File: src/rtl/spi_slave_adc_emu_if.sv
// Signal bundle between the on-chip SPI master / sample source and the ADC emulator.
// The master modport drives the link and the sample handshake; the slave answers.
interface spi_slave_adc_emu_if;
    logic       cs_n;
    logic       sclk;
    logic       sdata;
    logic [7:0] sample_in;
    logic       sample_valid;
    logic       sample_ready;
    logic       busy;
    logic       stale;
    logic       frame_done;
    logic       frame_err;

    modport master (
        output cs_n, sclk, sample_in, sample_valid,
        input  sdata, sample_ready, busy, stale, frame_done, frame_err
    );

    modport slave (
        input  cs_n, sclk, sample_in, sample_valid,
        output sdata, sample_ready, busy, stale, frame_done, frame_err
    );
endinterface

File: src/rtl/spi_slave_adc_emu.sv
// Serial ADC emulator: answers a 16-fall cs_n/sclk frame with 3 zeros, an 8-bit
// sample MSB-first, then 5 zeros. Samples arrive through a one-deep holding register.
//
// state  | meaning
// IDLE   | cs_n high, waiting for a frame start
// ACTIVE | frame in progress, counting sclk falls and shifting data
module spi_slave_adc_emu (
    input  logic                clk,
    input  logic                n_rst,
    spi_slave_adc_emu_if.slave  bus
);
    typedef enum logic {IDLE, ACTIVE} state_t;

    state_t     state;
    logic [2:0] cs_sr;
    logic [2:0] sck_sr;
    logic [7:0] hold;
    logic       hold_full;
    logic [7:0] shreg;
    logic [7:0] last;
    logic [4:0] fcnt;
    logic [4:0] fcnt_inc;
    logic       overrun;
    logic       sdata_r;
    logic       stale_r;
    logic       done_r;
    logic       err_r;
    logic       cs_fall;
    logic       cs_rise;
    logic       sck_fall;
    logic       handshake;

    // [0],[1] synchronize, [2] holds the previous synced level for edge detection
    always_ff @(posedge clk or negedge n_rst) begin
        if (!n_rst) begin
            cs_sr  <= 3'b111;
            sck_sr <= 3'b111;
        end else begin
            cs_sr  <= {cs_sr[1:0], bus.cs_n};
            sck_sr <= {sck_sr[1:0], bus.sclk};
        end
    end

    assign cs_fall   = !cs_sr[1] && cs_sr[2];
    assign cs_rise   = cs_sr[1] && !cs_sr[2];
    assign sck_fall  = !sck_sr[1] && sck_sr[2] && !cs_sr[1];
    assign handshake = bus.sample_valid && !hold_full;

    always_comb begin
        fcnt_inc = fcnt + 5'd1;
        if (fcnt == 5'd17) begin
            fcnt_inc = 5'd17;
        end
    end

    function automatic logic data_bit(input logic [7:0] s, input logic [4:0] cnt);
        logic [4:0] idx;
        idx = 5'd11 - cnt;
        if (cnt >= 5'd4 && cnt <= 5'd11) begin
            return s[idx[2:0]];
        end
        return 1'b0;
    endfunction

    always_ff @(posedge clk or negedge n_rst) begin
        if (!n_rst) begin
            state     <= IDLE;
            hold      <= 8'h00;
            hold_full <= 1'b0;
            shreg     <= 8'h00;
            last      <= 8'h00;
            fcnt      <= 5'd0;
            overrun   <= 1'b0;
            sdata_r   <= 1'b0;
            stale_r   <= 1'b0;
            done_r    <= 1'b0;
            err_r     <= 1'b0;
        end else begin
            done_r <= 1'b0;
            err_r  <= 1'b0;
            if (handshake) begin
                hold      <= bus.sample_in;
                hold_full <= 1'b1;
            end
            unique case (state)
                IDLE: begin
                    if (cs_fall) begin
                        state   <= ACTIVE;
                        fcnt    <= 5'd0;
                        overrun <= 1'b0;
                        sdata_r <= 1'b0;
                        if (hold_full) begin
                            shreg     <= hold;
                            last      <= hold;
                            hold_full <= 1'b0;
                            stale_r   <= 1'b0;
                        end else if (bus.sample_valid) begin
                            // bypass: the offered sample feeds this frame and hold stays empty
                            shreg     <= bus.sample_in;
                            last      <= bus.sample_in;
                            hold_full <= 1'b0;
                            stale_r   <= 1'b0;
                        end else begin
                            shreg   <= last;
                            stale_r <= 1'b1;
                        end
                    end
                end
                ACTIVE: begin
                    if (cs_rise) begin
                        state   <= IDLE;
                        sdata_r <= 1'b0;
                        if (fcnt == 5'd16 && !overrun) begin
                            done_r <= 1'b1;
                        end else begin
                            err_r <= 1'b1;
                        end
                    end else if (sck_fall) begin
                        fcnt    <= fcnt_inc;
                        sdata_r <= data_bit(shreg, fcnt_inc);
                        if (fcnt_inc == 5'd17) begin
                            overrun <= 1'b1;
                        end
                    end
                end
                default: state <= IDLE;
            endcase
        end
    end

    assign bus.sdata        = sdata_r;
    assign bus.sample_ready = !hold_full;
    assign bus.busy         = (state == ACTIVE);
    assign bus.stale        = stale_r;
    assign bus.frame_done   = done_r;
    assign bus.frame_err    = err_r;
endmodule

File: src/flat_wrapper.sv
// flat-port wrapper written by rule: the top's interface ports become plain ports
module spi_slave_adc_emu_flat 
  (clk, n_rst, bus_cs_n, bus_sclk, bus_sample_in, bus_sample_valid, bus_sdata, bus_sample_ready, bus_busy, bus_stale, bus_frame_done, bus_frame_err);
  spi_slave_adc_emu_if bus_i ();
  input  logic clk;
  input  logic n_rst;
  input wire logic [$bits(bus_i.cs_n)-1:0] bus_cs_n;
  input wire logic [$bits(bus_i.sclk)-1:0] bus_sclk;
  input wire logic [$bits(bus_i.sample_in)-1:0] bus_sample_in;
  input wire logic [$bits(bus_i.sample_valid)-1:0] bus_sample_valid;
  output wire logic [$bits(bus_i.sdata)-1:0] bus_sdata;
  output wire logic [$bits(bus_i.sample_ready)-1:0] bus_sample_ready;
  output wire logic [$bits(bus_i.busy)-1:0] bus_busy;
  output wire logic [$bits(bus_i.stale)-1:0] bus_stale;
  output wire logic [$bits(bus_i.frame_done)-1:0] bus_frame_done;
  output wire logic [$bits(bus_i.frame_err)-1:0] bus_frame_err;
  assign bus_i.cs_n = bus_cs_n;
  assign bus_i.sclk = bus_sclk;
  assign bus_i.sample_in = bus_sample_in;
  assign bus_i.sample_valid = bus_sample_valid;
  assign bus_sdata = bus_i.sdata;
  assign bus_sample_ready = bus_i.sample_ready;
  assign bus_busy = bus_i.busy;
  assign bus_stale = bus_i.stale;
  assign bus_frame_done = bus_i.frame_done;
  assign bus_frame_err = bus_i.frame_err;
  spi_slave_adc_emu u_core (.clk(clk), .n_rst(n_rst), .bus(bus_i));
endmodule
File: config.mk
export PLATFORM = sky130hd
export DESIGN_NAME = spi_slave_adc_emu_flat
export DESIGN_NICKNAME = d
export VERILOG_FILES = /design/src/rtl/spi_slave_adc_emu_if.sv /design/src/rtl/spi_slave_adc_emu.sv /design/src/flat_wrapper.sv
export SDC_FILE = /design/constraint.sdc
export NUM_CORES = 1
export LEC_CHECK = 0
export CORE_ASPECT_RATIO = 0.75
export CORE_MARGIN = 10
export CORE_UTILIZATION = 59
export CTS_CLUSTER_SIZE = 16
export DETAILED_ROUTE_END_ITERATION = 7
export MAX_ROUTING_LAYER = met4
export PLACE_DENSITY = 0.83
export SETUP_SLACK_MARGIN = 0.05
export SYNTH_ARGS = -nofsm -noshare
export SYNTH_HDL_FRONTEND = slang
export SYNTH_SLANG_ARGS = --single-unit
File: constraint.sdc
create_clock -name clk -period 2.5 [get_ports clk]
set_input_delay 0.5 -clock clk [delete_from_list [all_inputs] [get_ports clk]]
set_output_delay 0.5 -clock clk [all_outputs]
set_load 0.01 [all_outputs]
# Word-level counts from Yosys, hierarchy flattened
# Cells that the tools add are included.
# classes
muxes,39
bitwise_logic,1
n_addsub,2
eq_ne,8
magnitude_cmp,3
n_reduce_logical,18
# op_table
cell,n
2-to-1 mux 1 bit,28
2-to-1 mux 5 bit,4
2-to-1 mux 8 bit,2
"== test 5 bit, second input constant",3
case mux 5 bit (2 select lines),1
logical AND 1 bit,7
"inequality test 2 bit, second input constant",3
case mux 1 bit (2 select lines),3
AND reduction 3 bit,2
"adder 5 x 1 -> 5 bit, second input constant",1
">= comparator 5 x 3 -> 1 bit, second input constant",1
"<= comparator 5 x 4 -> 1 bit, second input constant",1
logical NOT 1 bit,5
"less-than comparator 3 x 4 -> 1 bit, second input constant",1
AND reduction 2 bit,2
AND reduction 4 bit,1
binary-select mux 1 bit (select 3 bit),1
"inequality test 3 bit, second input constant",1
"subtractor 2 x 3 -> 3 bit, first input constant",1
"inequality test 2 x 1 -> 1 bit, second input constant",1
nonzero test 2 bit,1
inverter 1 bit,1
# totals
wordCells,83
out_inout_bits,6
reg_bits,34

# Depth between registers and ports, before layout
# depth
ltp_word,12
mapped_depth,7

# Worst setup path after synthesis
# OpenSTA, ideal clock, no wires.
# synth_timing
path_type,reg2reg
from,register u_core.fcnt[1]
to,register u_core.sdata_r (netlist: u_core.bus.sdata)
path_slack_ns,0.802
required_time_ns,2.371
arrival_time_ns,1.569
path_stages_with_launch,7
cell_sequence,dfrtp_1 > inv_1 > ha_1 > buf_6 > mux4_2 > a31oi_1 > o31ai_1
# synth_via
elab_chain_cells,12
# synth_rtl
element,line_no,source
"start, declared",spi_slave_adc_emu.sv:21,logic [4:0] fcnt;
"start signal, assigned",spi_slave_adc_emu.sv:119,fcnt <= fcnt_inc;
adder 5 x 1 -> 5 bit / == test 5 bit (equally long branches),"spi_slave_adc_emu.sv:50, spi_slave_adc_emu.sv:51",
2-to-1 mux 5 bit (*),spi_slave_adc_emu.sv:51,if (fcnt == 5'd17) begin
>= comparator 5 x 3 -> 1 bit / <= comparator 5 x 4 -> 1 bit (equally long branches),spi_slave_adc_emu.sv:59,if (cnt >= 5'd4 && cnt <= 5'd11) begin
logical AND 1 bit,spi_slave_adc_emu.sv:59,
2-to-1 mux 1 bit,spi_slave_adc_emu.sv:59,
2-to-1 mux 1 bit,spi_slave_adc_emu.sv:118,end else if (sck_fall) begin
2-to-1 mux 1 bit,spi_slave_adc_emu.sv:110,if (cs_rise) begin
2-to-1 mux 1 bit,spi_slave_adc_emu.sv:85,unique case (state)
2-to-1 mux 1 bit (*),spi_slave_adc_emu.sv:62,return 1'b0;
2-to-1 mux 1 bit (*),spi_slave_adc_emu.sv:118,
2-to-1 mux 1 bit (*),spi_slave_adc_emu.sv:110,
case mux 1 bit (2 select lines) (*),spi_slave_adc_emu.sv:85,
"end signal, assigned",spi_slave_adc_emu.sv:120,"sdata_r <= data_bit(shreg, fcnt_inc);"
"end, declared",spi_slave_adc_emu.sv:24,logic sdata_r;
# Every way passes the cells marked *; elsewhere a longest branch is shown, timed or not. The select of a mux whose other input is x is not followed.
# A chain may end at the register's enable or synchronous reset.

# Worst setup path in the final report
# layout_timing
from,register u_core.fcnt[0]
to,register u_core.sdata_r (netlist: u_core.bus.sdata)
# The elaborated chain is that of the path after synthesis.

==> results.py <==
metrics = {
    "final_layout": {
        "mostFrequentLayoutCells": "dfrtp_1 (28), clkdlybuf4s50_1 (18), nor2_1 (17), a21oi_1 (17)",
        "fillers": 175,
        "final_common_cell": "dfrtp_1",
        "fin_nets": 183,
        "final_core_util_pct": 74.8,
        "postLayoutCellArea_um2": 1980,
        "area.growth.synth_to_final_pct": 19.9,
        "final_layout_size_suffix_gt1_share_pct": 21.0,
        "diodes": 0,
        "layout.cells.non_filler": 203,
    },
    "drt": {
        "first_pass_iters": 5,
        "vias": 1205,
        "drt-total-wl_um": 3440,
        "ant_nets": 0,
        "drcViolationCount": 0,
        "routed_via_density": 5.94,
        "drt_iter0_drc": 131,
        "wire_per_inst_um": 17.0,
    },
    "clock_network": {
        "clock_path_buffers": 2,
        "ctsResizeCount": 0,
        "clockRootBuffer": "clkbuf_8",
        "clkLatencyLatePin_ns": 0.29,
        "htree_levels": 2,
        "cts_post_setup_buffers_inserted": 0,
        "cts.sinks": 34,
        "cts_hold_buf": 0,
        "cts_tree": "yes",
        "path_clk_slew_ns": 0.07,
        "tritoncts.num_buffers": 5,
    },
    "timing": {
        "skew_ns": 0.00747,
        "finalSetupTns_ns": 0,
        "worstMarginPinSlew_ns": 0.448,
        "period_needed_ns": 2.21,
        "fmax_mhz": 453,
        "hold_viol_final": 0,
        "slew_headroom_pct": 70.1,
        "finalSetupViolations": 0,
        "hold-worst-slack_ns": 0.357,
        "rsz0062_at_grt": "no",
        "slew_violations": 0,
        "period_share_pct": 88.2,
        "postLayoutSetupSlackWorst_ns": 0.295,
    },
    "die": {
        "die_w_um": 81.0,
        "design.die.area_um2": 5330,
        "die_h_um": 65.8,
        "design.core.area_um2": 2640,
        "row_count": 16,
        "io_pins": 19,
        "initial_utilization_pct": 62.4,
    },
    "worst_setup_path": {
        "r2r_slack_ns": 0.29,
        "path_class": "reg -> reg",
        "cp-end-kind": "flip-flop",
        "crit_start": "u_core.fcnt[0]$_DFFE_PN0P_",
        "path_max_fanout": 13,
        "cp_data_arrival_time_ns": 2.36,
        "startpoint_type": "flip-flop",
        "reg2reg_depth": 5,
        "cp.required_ns": 2.65,
        "timing.rr.start": "u_core.fcnt[0]$_DFFE_PN0P_",
        "worstReg2RegEnd": "u_core.bus.sdata$_DFFE_PN0P_",
    },
    "grt": {
        "grt_pass1_wl_um": 5740,
        "grt_pass1_vias": 1203,
        "overflow": 0,
        "grtUsageTotal_pct": 14.4,
        "grt.met1_usage_pct": 16.7,
        "grt.met3_usage_pct": 6.25,
        "grtUsageMet2_pct": 21.5,
        "grt_max_degree": 35,
        "antenna_found_initial": 0,
        "busiest_layer": "met2",
    },
    "min_path": {
        "hold_class": "reg -> reg",
        "hold_path_end": "u_core.sck_sr[1]$_DFF_PN1_",
        "min-delay-start": "u_core.sck_sr[0]$_DFF_PN1_",
        "hold_depth": 0,
    },
    "flow_run": {
        "cap_violations": 0,
    },
    "power_and_ir_drop": {
        "vdd.ir_drop.worst_uv": 675,
        "power.density_nw_per_um2": 839,
        "leakage_nw": 0.837,
        "power_mw": 1.66,
    },
    "synthesis": {
        "ys_seq_elements": 34,
        "synth_cells": 147,
        "synth_edf_count": 0,
        "yosysUniqueCellTypes": 39,
        "synthArstFlopShare_pct": 100,
        "syn_nets": 164,
        "netlist_area_um2": 1650,
        "yosysWarnings": 0,
        "synthFlopType": "dfrtp_1",
        "avgSynthCellArea_um2": 11.2,
        "seq_area_frac_synth_pct": 52.0,
    },
    "placement": {
        "dp_hpwl_um": 2450,
        "place_inst": 195,
        "place.port_buffers": 18,
        "place.gp.congestion": 0.906,
        "post_dp_cell_area_um2": 1830,
        "pre_cts_slack_ns": 0.318,
    },
    "run_status": {
        "status": "finished, final reports clean",
    },
}
[how the worst max path moves through the flow]
stage	slack, ns	depth (start not counted)	end
floorplan	0.80	6	u_core.bus.sdata$_DFFE_PN0P_
global placement	0.50	5	u_core.bus.sdata$_DFFE_PN0P_
detailed placement	0.32	5	u_core.bus.sdata$_DFFE_PN0P_
CTS	0.32	5	u_core.bus.sdata$_DFFE_PN0P_
global route	0.14	5	u_core.bus.sdata$_DFFE_PN0P_
finish	0.29	5	u_core.bus.sdata$_DFFE_PN0P_
[synthesized netlist by cell type, types with 2 or more instances]
library cell	n	area share, %
o31ai_1	2	0.91
a21oi_1	17	5.2
mux2i_1	8	4.9
inv_1	5	1.1
dfstp_2	6	9.6
dfrtp_1	28	42
nor2_1	17	3.9
mux2_2	8	5.5
buf_2	5	1.5
a31oi_1	3	1.1
nand3_1	4	1.2
nor3b_2	2	1.5
o41ai_1	2	1.1
ha_1	4	3.0
nand4_1	2	0.76
buf_6	2	1.4
o21ai_1	5	1.5
nand2_1	5	1.1
nand3b_1	2	0.91
[where the power goes]
part | internal, mW | switching [mW] | leakage (nW)
Clock | 0.425 | 0.195 | 0.0714
Sequential | 0.648 | 0.0740 | 0.402
Combinational | 0.162 | 0.155 | 0.363
Total | 1.24 | 0.424 | 0.837
[cell families after synthesis]
kind of cell | Yosys count | share of synthesized area, %
AOI/OAI and AO/OA | 36 | 13.1
xor gates and xnor gates | 1 | 0.531
adders and majority gates | 5 | 3.64
buffers and inverters | 14 | 4.70
DFF | 34 | 52.0
muxes | 17 | 11.7
and+or+nand+nor | 40 | 14.3
[sequential cells by signal (all words and copies together) (netlist names)]
register	flops
u_core.hold_full	1
u_core.hold	8
u_core.bus.busy	1
u_core.overrun	1
u_core.shreg	8
u_core.cs_sr	3
u_core.fcnt	5
u_core.bus.frame_done	1
u_core.bus.stale	1
u_core.bus.frame_err	1
u_core.sck_sr	3
u_core.bus.sdata	1
[cell type report]
cell class	instances	area [um^2]	area share, %
clock buffers	6	82.6	4.18
clock inverters	2	60.1	3.04
inverters	6	22.5	1.14
multi-input cells	99	713	36.1
flip-flops and latches	34	858	43.4
well taps	36	45.0	2.28
repair buffers	20	195	9.87
[worst max-delay path: stages, from the launching register on]
cell     delay (ns)
dfrtp_1        0.62
inv_1          0.16
ha_1           0.47
mux4_2         0.53
a31oi_1        0.18
o31ai_1        0.10
[metal layers]
metal | wire [um] | vias up
met5 | 0 | -
met1 | 1470 | 574
met4 | 87 | 0
met2 | 1600 | 59
li1 | - | 560
met3 | 284 | 12
Note: power is estimated with default switching activity, not from simulation.
